[src/rtl/seq_det_ctrl_if.sv]
`default_nettype none
// ============================================================================
// Module      : seq_det_ctrl_if
// Description : Configuration, run-control and serial-data bundle for the
//               sequence detector run controller.
// Revision    : 1.0 - initial release
// ============================================================================
interface seq_det_ctrl_if #(
    parameter int MAX_LEN = 8,
    parameter int CNT_W   = 8,
    parameter int LEN_W   = $clog2(MAX_LEN) + 1
);
    logic               cfg_valid;
    logic               cfg_ready;
    logic [MAX_LEN-1:0] cfg_pattern;
    logic [LEN_W-1:0]   cfg_len;
    logic               cfg_overlap;
    logic [CNT_W-1:0]   cfg_target;
    logic               cfg_err;
    logic               start;
    logic               stop;
    logic               x;
    logic               x_valid;
    logic               z;
    logic [CNT_W-1:0]   match_cnt;
    logic               busy;
    logic               done;

    // Driver side: offers configuration, control pulses and the bit stream
    modport master (
        output cfg_valid, cfg_pattern, cfg_len, cfg_overlap, cfg_target,
        output start, stop, x, x_valid,
        input  cfg_ready, cfg_err, z, match_cnt, busy, done
    );

    // Controller side
    modport slave (
        input  cfg_valid, cfg_pattern, cfg_len, cfg_overlap, cfg_target,
        input  start, stop, x, x_valid,
        output cfg_ready, cfg_err, z, match_cnt, busy, done
    );
endinterface
`default_nettype wire

[src/rtl/seq_det_ctrl.sv]
`default_nettype none
// ============================================================================
// Module      : seq_det_ctrl
// Description : Run controller around a serial Moore sequence detector.
//               Takes a pattern configuration in IDLE, runs detection on a
//               gated bit stream (overlapping or not) and counts matches up
//               to a programmable target.
// Revision    : 1.0 - initial release
// ============================================================================
module seq_det_ctrl #(
    parameter int MAX_LEN = 8,
    parameter int CNT_W   = 8,
    parameter int LEN_W   = $clog2(MAX_LEN) + 1
) (
    input  logic          clk,
    input  logic          rst,
    seq_det_ctrl_if.slave bus
);

    localparam logic [LEN_W-1:0] c_MAX_LEN = LEN_W'(MAX_LEN);

    typedef enum logic [1:0] {
        S_IDLE = 2'd0,
        S_RUN  = 2'd1,
        S_DONE = 2'd2
    } state_t;

    state_t             r_state;
    state_t             w_state_next;

    // Only MAX_LEN-1 past bits are kept: together with the incoming bit they
    // form the full MAX_LEN window, and the oldest one is never compared again.
    logic [MAX_LEN-2:0] r_hist;
    logic [LEN_W-1:0]   r_fill;
    logic [CNT_W-1:0]   r_cnt;
    logic               r_z;
    logic               r_cfg_ok;
    logic               r_cfg_err;
    logic [MAX_LEN-1:0] r_pattern;
    logic [LEN_W-1:0]   r_len;
    logic               r_overlap;
    logic [CNT_W-1:0]   r_target;

    logic               w_cfg_fire;
    logic               w_len_legal;
    logic               w_start_run;
    logic               w_bit_take;
    logic [MAX_LEN-1:0] w_hist_next;
    logic [LEN_W-1:0]   w_fill_next;
    logic [MAX_LEN-1:0] w_mask;
    logic               w_match;
    logic [CNT_W-1:0]   w_cnt_inc;
    logic               w_hit_target;

    // Handshake, run-entry and bit-acceptance qualifiers
    always_comb begin
        w_cfg_fire  = bus.cfg_valid && (r_state == S_IDLE);
        w_len_legal = (bus.cfg_len != '0) && (bus.cfg_len <= c_MAX_LEN);
        // A start coinciding with a config handshake is dropped; stop beats start.
        w_start_run = ((r_state == S_IDLE) && bus.start && r_cfg_ok && !bus.cfg_valid) ||
                      ((r_state == S_DONE) && bus.start && !bus.stop);
        // A bit arriving together with stop is discarded.
        w_bit_take  = (r_state == S_RUN) && bus.x_valid && !bus.stop;
    end

    // Window update and pattern comparison on the post-shift history
    always_comb begin
        w_hist_next = {r_hist, bus.x};
        w_fill_next = (r_fill == c_MAX_LEN) ? r_fill : r_fill + LEN_W'(1);
        w_mask      = '0;
        for (int i = 0; i < MAX_LEN; i++) begin
            w_mask[i] = (LEN_W'(i) < r_len);
        end
        w_match      = w_bit_take && (w_fill_next >= r_len) &&
                       ((w_hist_next & w_mask) == (r_pattern & w_mask));
        w_cnt_inc    = (&r_cnt) ? r_cnt : r_cnt + CNT_W'(1);
        w_hit_target = (r_target != '0) && (w_cnt_inc == r_target);
    end

    // State register
    always_ff @(posedge clk or posedge rst) begin
        if (rst) begin
            r_state <= S_IDLE;
        end else begin
            r_state <= w_state_next;
        end
    end

    // Next-state logic
    always_comb begin
        w_state_next = r_state;
        case (r_state)
            S_IDLE: begin
                if (w_start_run) begin
                    w_state_next = S_RUN;
                end
            end
            S_RUN: begin
                if (bus.stop) begin
                    w_state_next = S_IDLE;
                end else if (w_match && w_hit_target) begin
                    w_state_next = S_DONE;
                end
            end
            S_DONE: begin
                if (bus.stop) begin
                    w_state_next = S_IDLE;
                end else if (w_start_run) begin
                    w_state_next = S_RUN;
                end
            end
            default: w_state_next = S_IDLE;
        endcase
    end

    // Configuration latch, detection history, match counter and z pulse
    always_ff @(posedge clk or posedge rst) begin
        if (rst) begin
            r_hist    <= '0;
            r_fill    <= '0;
            r_cnt     <= '0;
            r_z       <= 1'b0;
            r_cfg_ok  <= 1'b0;
            r_cfg_err <= 1'b0;
            r_pattern <= '0;
            r_len     <= '0;
            r_overlap <= 1'b0;
            r_target  <= '0;
        end else begin
            r_z <= 1'b0;
            if (w_cfg_fire) begin
                r_pattern <= bus.cfg_pattern;
                r_len     <= bus.cfg_len;
                r_overlap <= bus.cfg_overlap;
                r_target  <= bus.cfg_target;
                r_cfg_ok  <= w_len_legal;
                r_cfg_err <= !w_len_legal;
            end
            if (w_start_run) begin
                r_hist <= '0;
                r_fill <= '0;
                r_cnt  <= '0;
            end else if (w_bit_take) begin
                r_hist <= w_hist_next[MAX_LEN-2:0];
                // Non-overlapping mode restarts the window so no bit is reused.
                r_fill <= (w_match && !r_overlap) ? '0 : w_fill_next;
                if (w_match) begin
                    r_z   <= 1'b1;
                    r_cnt <= w_cnt_inc;
                end
            end
        end
    end

    assign bus.cfg_ready = (r_state == S_IDLE);
    assign bus.busy      = (r_state == S_RUN);
    assign bus.done      = (r_state == S_DONE);
    assign bus.z         = r_z;
    assign bus.match_cnt = r_cnt;
    assign bus.cfg_err   = r_cfg_err;

endmodule
`default_nettype wire

[src/flat_wrapper.sv]
// flat-port wrapper written by rule: the top's interface ports become plain ports
module seq_det_ctrl_flat 
#(
    parameter int MAX_LEN = 8,
    parameter int CNT_W   = 8,
    parameter int LEN_W   = $clog2(MAX_LEN) + 1
)
  (clk, rst, bus_cfg_valid, bus_cfg_pattern, bus_cfg_len, bus_cfg_overlap, bus_cfg_target, bus_start, bus_stop, bus_x, bus_x_valid, bus_cfg_ready, bus_cfg_err, bus_z, bus_match_cnt, bus_busy, bus_done);
  seq_det_ctrl_if #(.MAX_LEN(MAX_LEN), .CNT_W(CNT_W), .LEN_W(LEN_W)) bus_i ();
  input  logic clk;
  input  logic rst;
  input wire logic [$bits(bus_i.cfg_valid)-1:0] bus_cfg_valid;
  input wire logic [$bits(bus_i.cfg_pattern)-1:0] bus_cfg_pattern;
  input wire logic [$bits(bus_i.cfg_len)-1:0] bus_cfg_len;
  input wire logic [$bits(bus_i.cfg_overlap)-1:0] bus_cfg_overlap;
  input wire logic [$bits(bus_i.cfg_target)-1:0] bus_cfg_target;
  input wire logic [$bits(bus_i.start)-1:0] bus_start;
  input wire logic [$bits(bus_i.stop)-1:0] bus_stop;
  input wire logic [$bits(bus_i.x)-1:0] bus_x;
  input wire logic [$bits(bus_i.x_valid)-1:0] bus_x_valid;
  output wire logic [$bits(bus_i.cfg_ready)-1:0] bus_cfg_ready;
  output wire logic [$bits(bus_i.cfg_err)-1:0] bus_cfg_err;
  output wire logic [$bits(bus_i.z)-1:0] bus_z;
  output wire logic [$bits(bus_i.match_cnt)-1:0] bus_match_cnt;
  output wire logic [$bits(bus_i.busy)-1:0] bus_busy;
  output wire logic [$bits(bus_i.done)-1:0] bus_done;
  assign bus_i.cfg_valid = bus_cfg_valid;
  assign bus_i.cfg_pattern = bus_cfg_pattern;
  assign bus_i.cfg_len = bus_cfg_len;
  assign bus_i.cfg_overlap = bus_cfg_overlap;
  assign bus_i.cfg_target = bus_cfg_target;
  assign bus_i.start = bus_start;
  assign bus_i.stop = bus_stop;
  assign bus_i.x = bus_x;
  assign bus_i.x_valid = bus_x_valid;
  assign bus_cfg_ready = bus_i.cfg_ready;
  assign bus_cfg_err = bus_i.cfg_err;
  assign bus_z = bus_i.z;
  assign bus_match_cnt = bus_i.match_cnt;
  assign bus_busy = bus_i.busy;
  assign bus_done = bus_i.done;
  seq_det_ctrl #(.MAX_LEN(MAX_LEN), .CNT_W(CNT_W), .LEN_W(LEN_W)) u_core (.clk(clk), .rst(rst), .bus(bus_i));
endmodule
[config.mk]
export PLATFORM = sky130hd
export DESIGN_NAME = seq_det_ctrl_flat
export DESIGN_NICKNAME = d
export VERILOG_FILES = /design/src/rtl/seq_det_ctrl_if.sv /design/src/rtl/seq_det_ctrl.sv /design/src/flat_wrapper.sv
export SDC_FILE = /design/constraint.sdc
export NUM_CORES = 1
export LEC_CHECK = 0
export BUFFER_PORTS_ARGS = -buffer_cell sky130_fd_sc_hd__buf_2
export CORE_UTILIZATION = 51
export CTS_CLUSTER_DIAMETER = 50
export CTS_CLUSTER_SIZE = 14
export DETAILED_ROUTE_END_ITERATION = 10
export HOLD_SLACK_MARGIN = 0.06
export PLACE_DENSITY = 0.73
export SKIP_LAST_GASP = 1
export SLEW_MARGIN = 30
export SYNTH_ARGS = -nofsm -noshare
export SYNTH_HDL_FRONTEND = slang
export SYNTH_SLANG_ARGS = --single-unit
[constraint.sdc]
create_clock -name clk -period 6.8 [get_ports clk]
set_input_delay 2.04 -clock clk [delete_from_list [all_inputs] [get_ports clk]]
set_output_delay 2.04 -clock clk [all_outputs]
set_load 0.02 [all_outputs]
* After elaboration in Yosys (flattened, before gate mapping)
Cells that the tools add are included.
** Word-level totals
- Flip-flop bits (word level) :: 45
- Latch bits :: 0
- RAM bits :: 0
- Memory bits (read-only) :: 0
- Bits of input ports :: 28
- Output and inout bits :: 13
- Logic and storage cells :: 75
- Memories :: 0
** Cells by class
- Add/sub/neg operators :: 2
- Multiply operators :: 0
- Divide/modulo/power cells :: 0
- $lt $le $gt $ge :: 10
- Equal/unequal tests :: 6
- Shift-type cells :: 0
- Multiplexer cells :: 18
- Bitwise operators :: 2
- Reduce and logical (&&, ||, !) cells :: 26
** Operators with widths (count)
- $mux W8 :: 4
- $and A8 B8 Y8 :: 2
- $eq A8 B8 Y1 :: 2
- $lt A3 B4 Y1 const A :: 4
- $mux W4 :: 4
- $logic_and A1 B1 Y1 :: 14
- $mux W7 :: 2
- $add A8 B1 Y8 const B :: 1
- $lt A1 B4 Y1 const A :: 2
- $lt A2 B4 Y1 const A :: 2
- $mux W2 :: 4
- $reduce_and A8 Y1 :: 1
- $reduce_bool A8 Y1 :: 1
- $pmux W2 S3 :: 1
- $add A4 B1 Y4 const B :: 1
- $eq A4 B4 Y1 const B :: 1
- $ge A4 B4 Y1 :: 1
- $le A4 B4 Y1 const B :: 1
- $logic_not A1 Y1 :: 4
- $reduce_bool A2 Y1 :: 2
- $reduce_bool A4 Y1 :: 1
- $mux W1 :: 3
- $ne A3 B2 Y1 const B :: 1
- $eq A2 B1 Y1 const B :: 1
- 4 further kinds :: 4

* Logic depth before layout (Yosys ltp)
- Depth after elaboration :: 9
- Depth in mapped cells :: 12
- Mapped depth without buffers :: 12

* Worst setup path before layout
Ideal clock, no wire load.
- Path type :: input to register
- Start :: in bus_x
- End :: reg u_core.r_cnt[7], in the netlist u_core.bus.match_cnt[7]
- Library setup time :: 126 ps
- Arrival time :: 3082 ps
- Data required time :: 6674 ps
- Slack :: 3593 ps
- Stages :: 6
- Buffers on the path :: 1
- Cell sequence :: xnor2_1 o22ai_1 and4b_1 o211ai_4 buf_6 o311a_1
** On the way
- Longest elaborated chain between the ends :: 5
** RTL lines
- from (decl) :: RTL line flat_wrapper.sv:19 : input wire logic [$bits(bus_i.x)-1:0] bus_x;
- $and A8 B8 Y8 :: RTL line seq_det_ctrl.sv:75 : ((w_hist_next & w_mask) == (r_pattern & w_mask));
- $eq A8 B8 Y1 :: RTL line seq_det_ctrl.sv:75
- $logic_and A1 B1 Y1 :: RTL line seq_det_ctrl.sv:74 : w_match = w_bit_take && (w_fill_next >= r_len) &&
- $reduce_bool A2 Y1 (no line)
- $reduce_and A2 Y1 (no line)
- to (signal assigned) :: RTL line seq_det_ctrl.sv:149 : r_cnt <= w_cnt_inc;
- to (decl) :: RTL line seq_det_ctrl.sv:35 : logic [CNT_W-1:0] r_cnt;
Every way passes these cells.
A chain may end at the register's enable or synchronous reset.

* Worst setup path in the final report
- Start :: in bus_stop
- End :: reg u_core.r_state[0]
** On the way
- Longest elaborated chain between the ends :: 6
- Elaborated cells between the ends (all ways) :: 12
- Those cells by class :: 1 x eq/ne; 4 x mux; 7 x reduce/logical
** RTL lines
- from (decl) :: RTL line flat_wrapper.sv:18 : input wire logic [$bits(bus_i.stop)-1:0] bus_stop;
- $logic_not A1 Y1 :: RTL line seq_det_ctrl.sv:61, seq_det_ctrl.sv:63
- $logic_and A1 B1 Y1, on equally long branches :: RTL line seq_det_ctrl.sv:61, seq_det_ctrl.sv:63
- $logic_or A1 B1 Y1 / $logic_and A1 B1 Y1 (equally long branches) :: RTL line seq_det_ctrl.sv:60, seq_det_ctrl.sv:74
- $mux W2 / $logic_and A1 B1 Y1 (equally long branches)
- $mux W2 / $logic_and A1 B1 Y1 (equally long branches) :: RTL line seq_det_ctrl.sv:106, seq_det_ctrl.sv:101
- $pmux W2 S3 / $ne A3 B2 Y1 (equally long branches)
- to (signal assigned) :: RTL line seq_det_ctrl.sv:85 : r_state <= w_state_next;
- to (decl) :: RTL line seq_det_ctrl.sv:28 : state_t r_state;
Several ways; a longest one is shown, not always the timed one.

==> impl_metrics.toml <==
[run_status]
status = "finished clean"

[clocking]
insertion_delay_ns = 0.30
clkTransAtPathRegs_ns = 0.08
ctsHoldBuffers = 0
postCtsSetupRepairBufs = 0
cts.sinks = 45
htreeDepth = 2
ctsLongestPathBuffers = 2
root_buffer = "clkbuf_8"
cts_resized = 0
cts_made_buffers = 5
cts_tree = "yes"

[power_and_ir_drop]
power_uw = 670
p_leak_uw = 0.00131
vdd_drop_max_uv = 136
p_per_area_mw_per_mm2 = 232

[placement]
dpl.cell_count = 360
place.gp.congestion = 0.837
dp_hpwl_mm = 3.99
place_ws_ns = 2.94
portBuffers = 40

[timing]
layout_min_cycle_time_ns = 3.57
tns_ns = 0
worst_pin_slew_ns = 0.574
maxClockFrequency_ghz = 0.280
finalClockSkew_ns = 0.00288
final.period_utilization_pct = 52.4
fin_ws_ns = 3.23
grt_setup_unrepaired = "false"
finalHoldViolations = 0
setup_viol = 0
final_max_slew_viol_count = 0
slew_headroom_pct = 61.7

[cells_and_area]
area_delta_synth_final_pct = 13.6
drive_gt1_share_pct = 24.3
final_cells = 368
nets = 335
n_antenna_cell = 0
register_area_mm2 = 0.00113
multiInputGateArea_mm2 = 0.00130
nFillCells = 428

[hold_path]
hold_class = "register to register"

[detailed_routing]
drtPass1Iterations = 4
routed_wl_mm = 5.35
vias = 2076
drt-vias-per-instance = 5.64
drtIter0Drc = 154
wl_per_cell_um = 14.5
drc = 0
final_antenna_net_count = 0

[grt]
grt_first_pass_wirelength_mm = 8.96
grt_overflow_total = 0
antenna_found_initial = 0
grt_pass1_vias = 1898
grt_max_degree = 46
grt_use_total_pct = 22.4

[critical_path]
required_ns = 6.96
critPathKind = "input pin to register"
critPathLaunchType = "input pin"
arrival_ns = 3.72
crit_fanout = 20
end_kind = "register"

[synth]
synth_edf_count = 0
syn_inst = 263
syn_area_mm2 = 0.00255
yosys.cell_types.count = 56
synth_commonest_cells = "45 x dfrtp_1, 34 x nand2_1, 25 x o21ai_0"
synth_top_area_share_pct = 44.2
syn_area_per_cell_um2 = 9.68
yosys-top-cells-area = "dfrtp_1 44%, mux2_2 6.6%, nand2_1 5.0%"
yosysTopAreaCell = "dfrtp_1"
yosys_warnings = 0
synth-async-reset-ratio_pct = 100
syn_nets = 298
synth_ff_type = "dfrtp_1"
yosysMostFrequentCell = "dfrtp_1"
postSynthRegisterBits = 45
yosysSeqAreaShare_pct = 44.2

[floorplan]
die_width_um = 72.7
pin_count = 41
die_h_um = 72.7
die-area_mm2 = 0.00528
start_util_pct = 53.6
rows = 25
core_mm2 = 0.00475

[flow_run]
drv_cap = 0
==> logic make-up after synthesis <==
group | after synthesis | synth area share [%]
compound gates | 60 | 16.9
mux | 19 | 8.21
buf+inv | 28 | 4.62
simple gates | 87 | 16.8
fa+ha+maj | 7 | 3.44
flops | 45 | 44.2
xor+xnor | 17 | 5.85
==> routing by layer <==
| layer | global-route usage (%) | up-vias | share of wire, % |
|---|---|---|---|
| li1 | - | 1018 | - |
| met1 | 32.1 | 982 | 48 |
| met2 | 33.1 | 63 | 44 |
| met3 | 4.01 | 13 | 5.1 |
| met4 | 10.0 | 0 | 2.9 |
| met5 | 0 | - | 0 |
==> path summary, 6_finish.rpt <==
path,from,endpoint,slack (ns),depth (start not counted)
max,bus_stop,u_core.r_state[0],3.23,6
min,u_core.bus.cfg_err,u_core.bus.cfg_err,0.50,1
max reg2reg,u_core.r_fill[0],u_core.bus.match_cnt[2],4.13,12
min reg2reg,u_core.bus.cfg_err,u_core.bus.cfg_err,0.50,1
max in group asynchronous,rst,u_core.r_pattern[3],4.56,3
min in group asynchronous,rst,u_core.r_target[5],1.86,3
==> critical path, stage by stage <==
cell and delay, ns:
buf_2 0.12, and3b_1 0.58, and4b_1 0.33, o211ai_4 0.16, nor4_2 0.38, o41ai_1 0.11
==> per-stage QoR <==
stage / utilization (%) / area [µm²] / hold WS [ns]
2_1_floorplan: - / 2550 / 0.491
3_3_place_gp: 58.6 / 2790 / 0.484
3_5_place_dp: 58.6 / 2790 / 0.490
4_1_cts: 60.8 / 2890 / 0.510
5_1_grt: 60.8 / 2890 / 0.541
6_report: 60.8 / 2890 / 0.504
==> area by class of cell <==
type / instances / share of cell area (%)
Multi-Input combinational cell: 190 / 45.0
Sequential cell: 45 / 38.9
Timing Repair Buffer: 42 / 7.44
Clock buffer: 7 / 3.33
Tap cell: 67 / 2.90
Inverter: 16 / 2.08
Clock inverter: 1 / 0.303
==> flip-flops by register name, summed over array words and instances, names as in the netlist <==
register and count:
u_core.bus.cfg_err 1, u_core.bus.match_cnt 8, u_core.bus.z 1, u_core.r_cfg_ok 1, u_core.r_fill 4, u_core.r_hist 7, u_core.r_len 4, u_core.r_overlap 1
u_core.r_pattern 8, u_core.r_state 2, u_core.r_target 8
==> report_power, final <==
part           internal (µW)  switching (µW)
Combinational           68.5            75.8
Clock                   93.9            93.0
Sequential               300            38.5
==> cells in the final DEF, fill, tap and decap left out, drive strengths merged, types with 4 or more instances in the layout <==
master	n
and2	4
and3	4
buf	42
clkbuf	7
dfrtp	45
ha	7
inv	15
mux2	15
mux2i	4
nand2	34
nand3	8
nor2	16
nor3	4
nor4	4
o211ai	4
o21ai	26
xnor2	7
xor2	10
No activity file was read; power rests on OpenSTA's default activity.
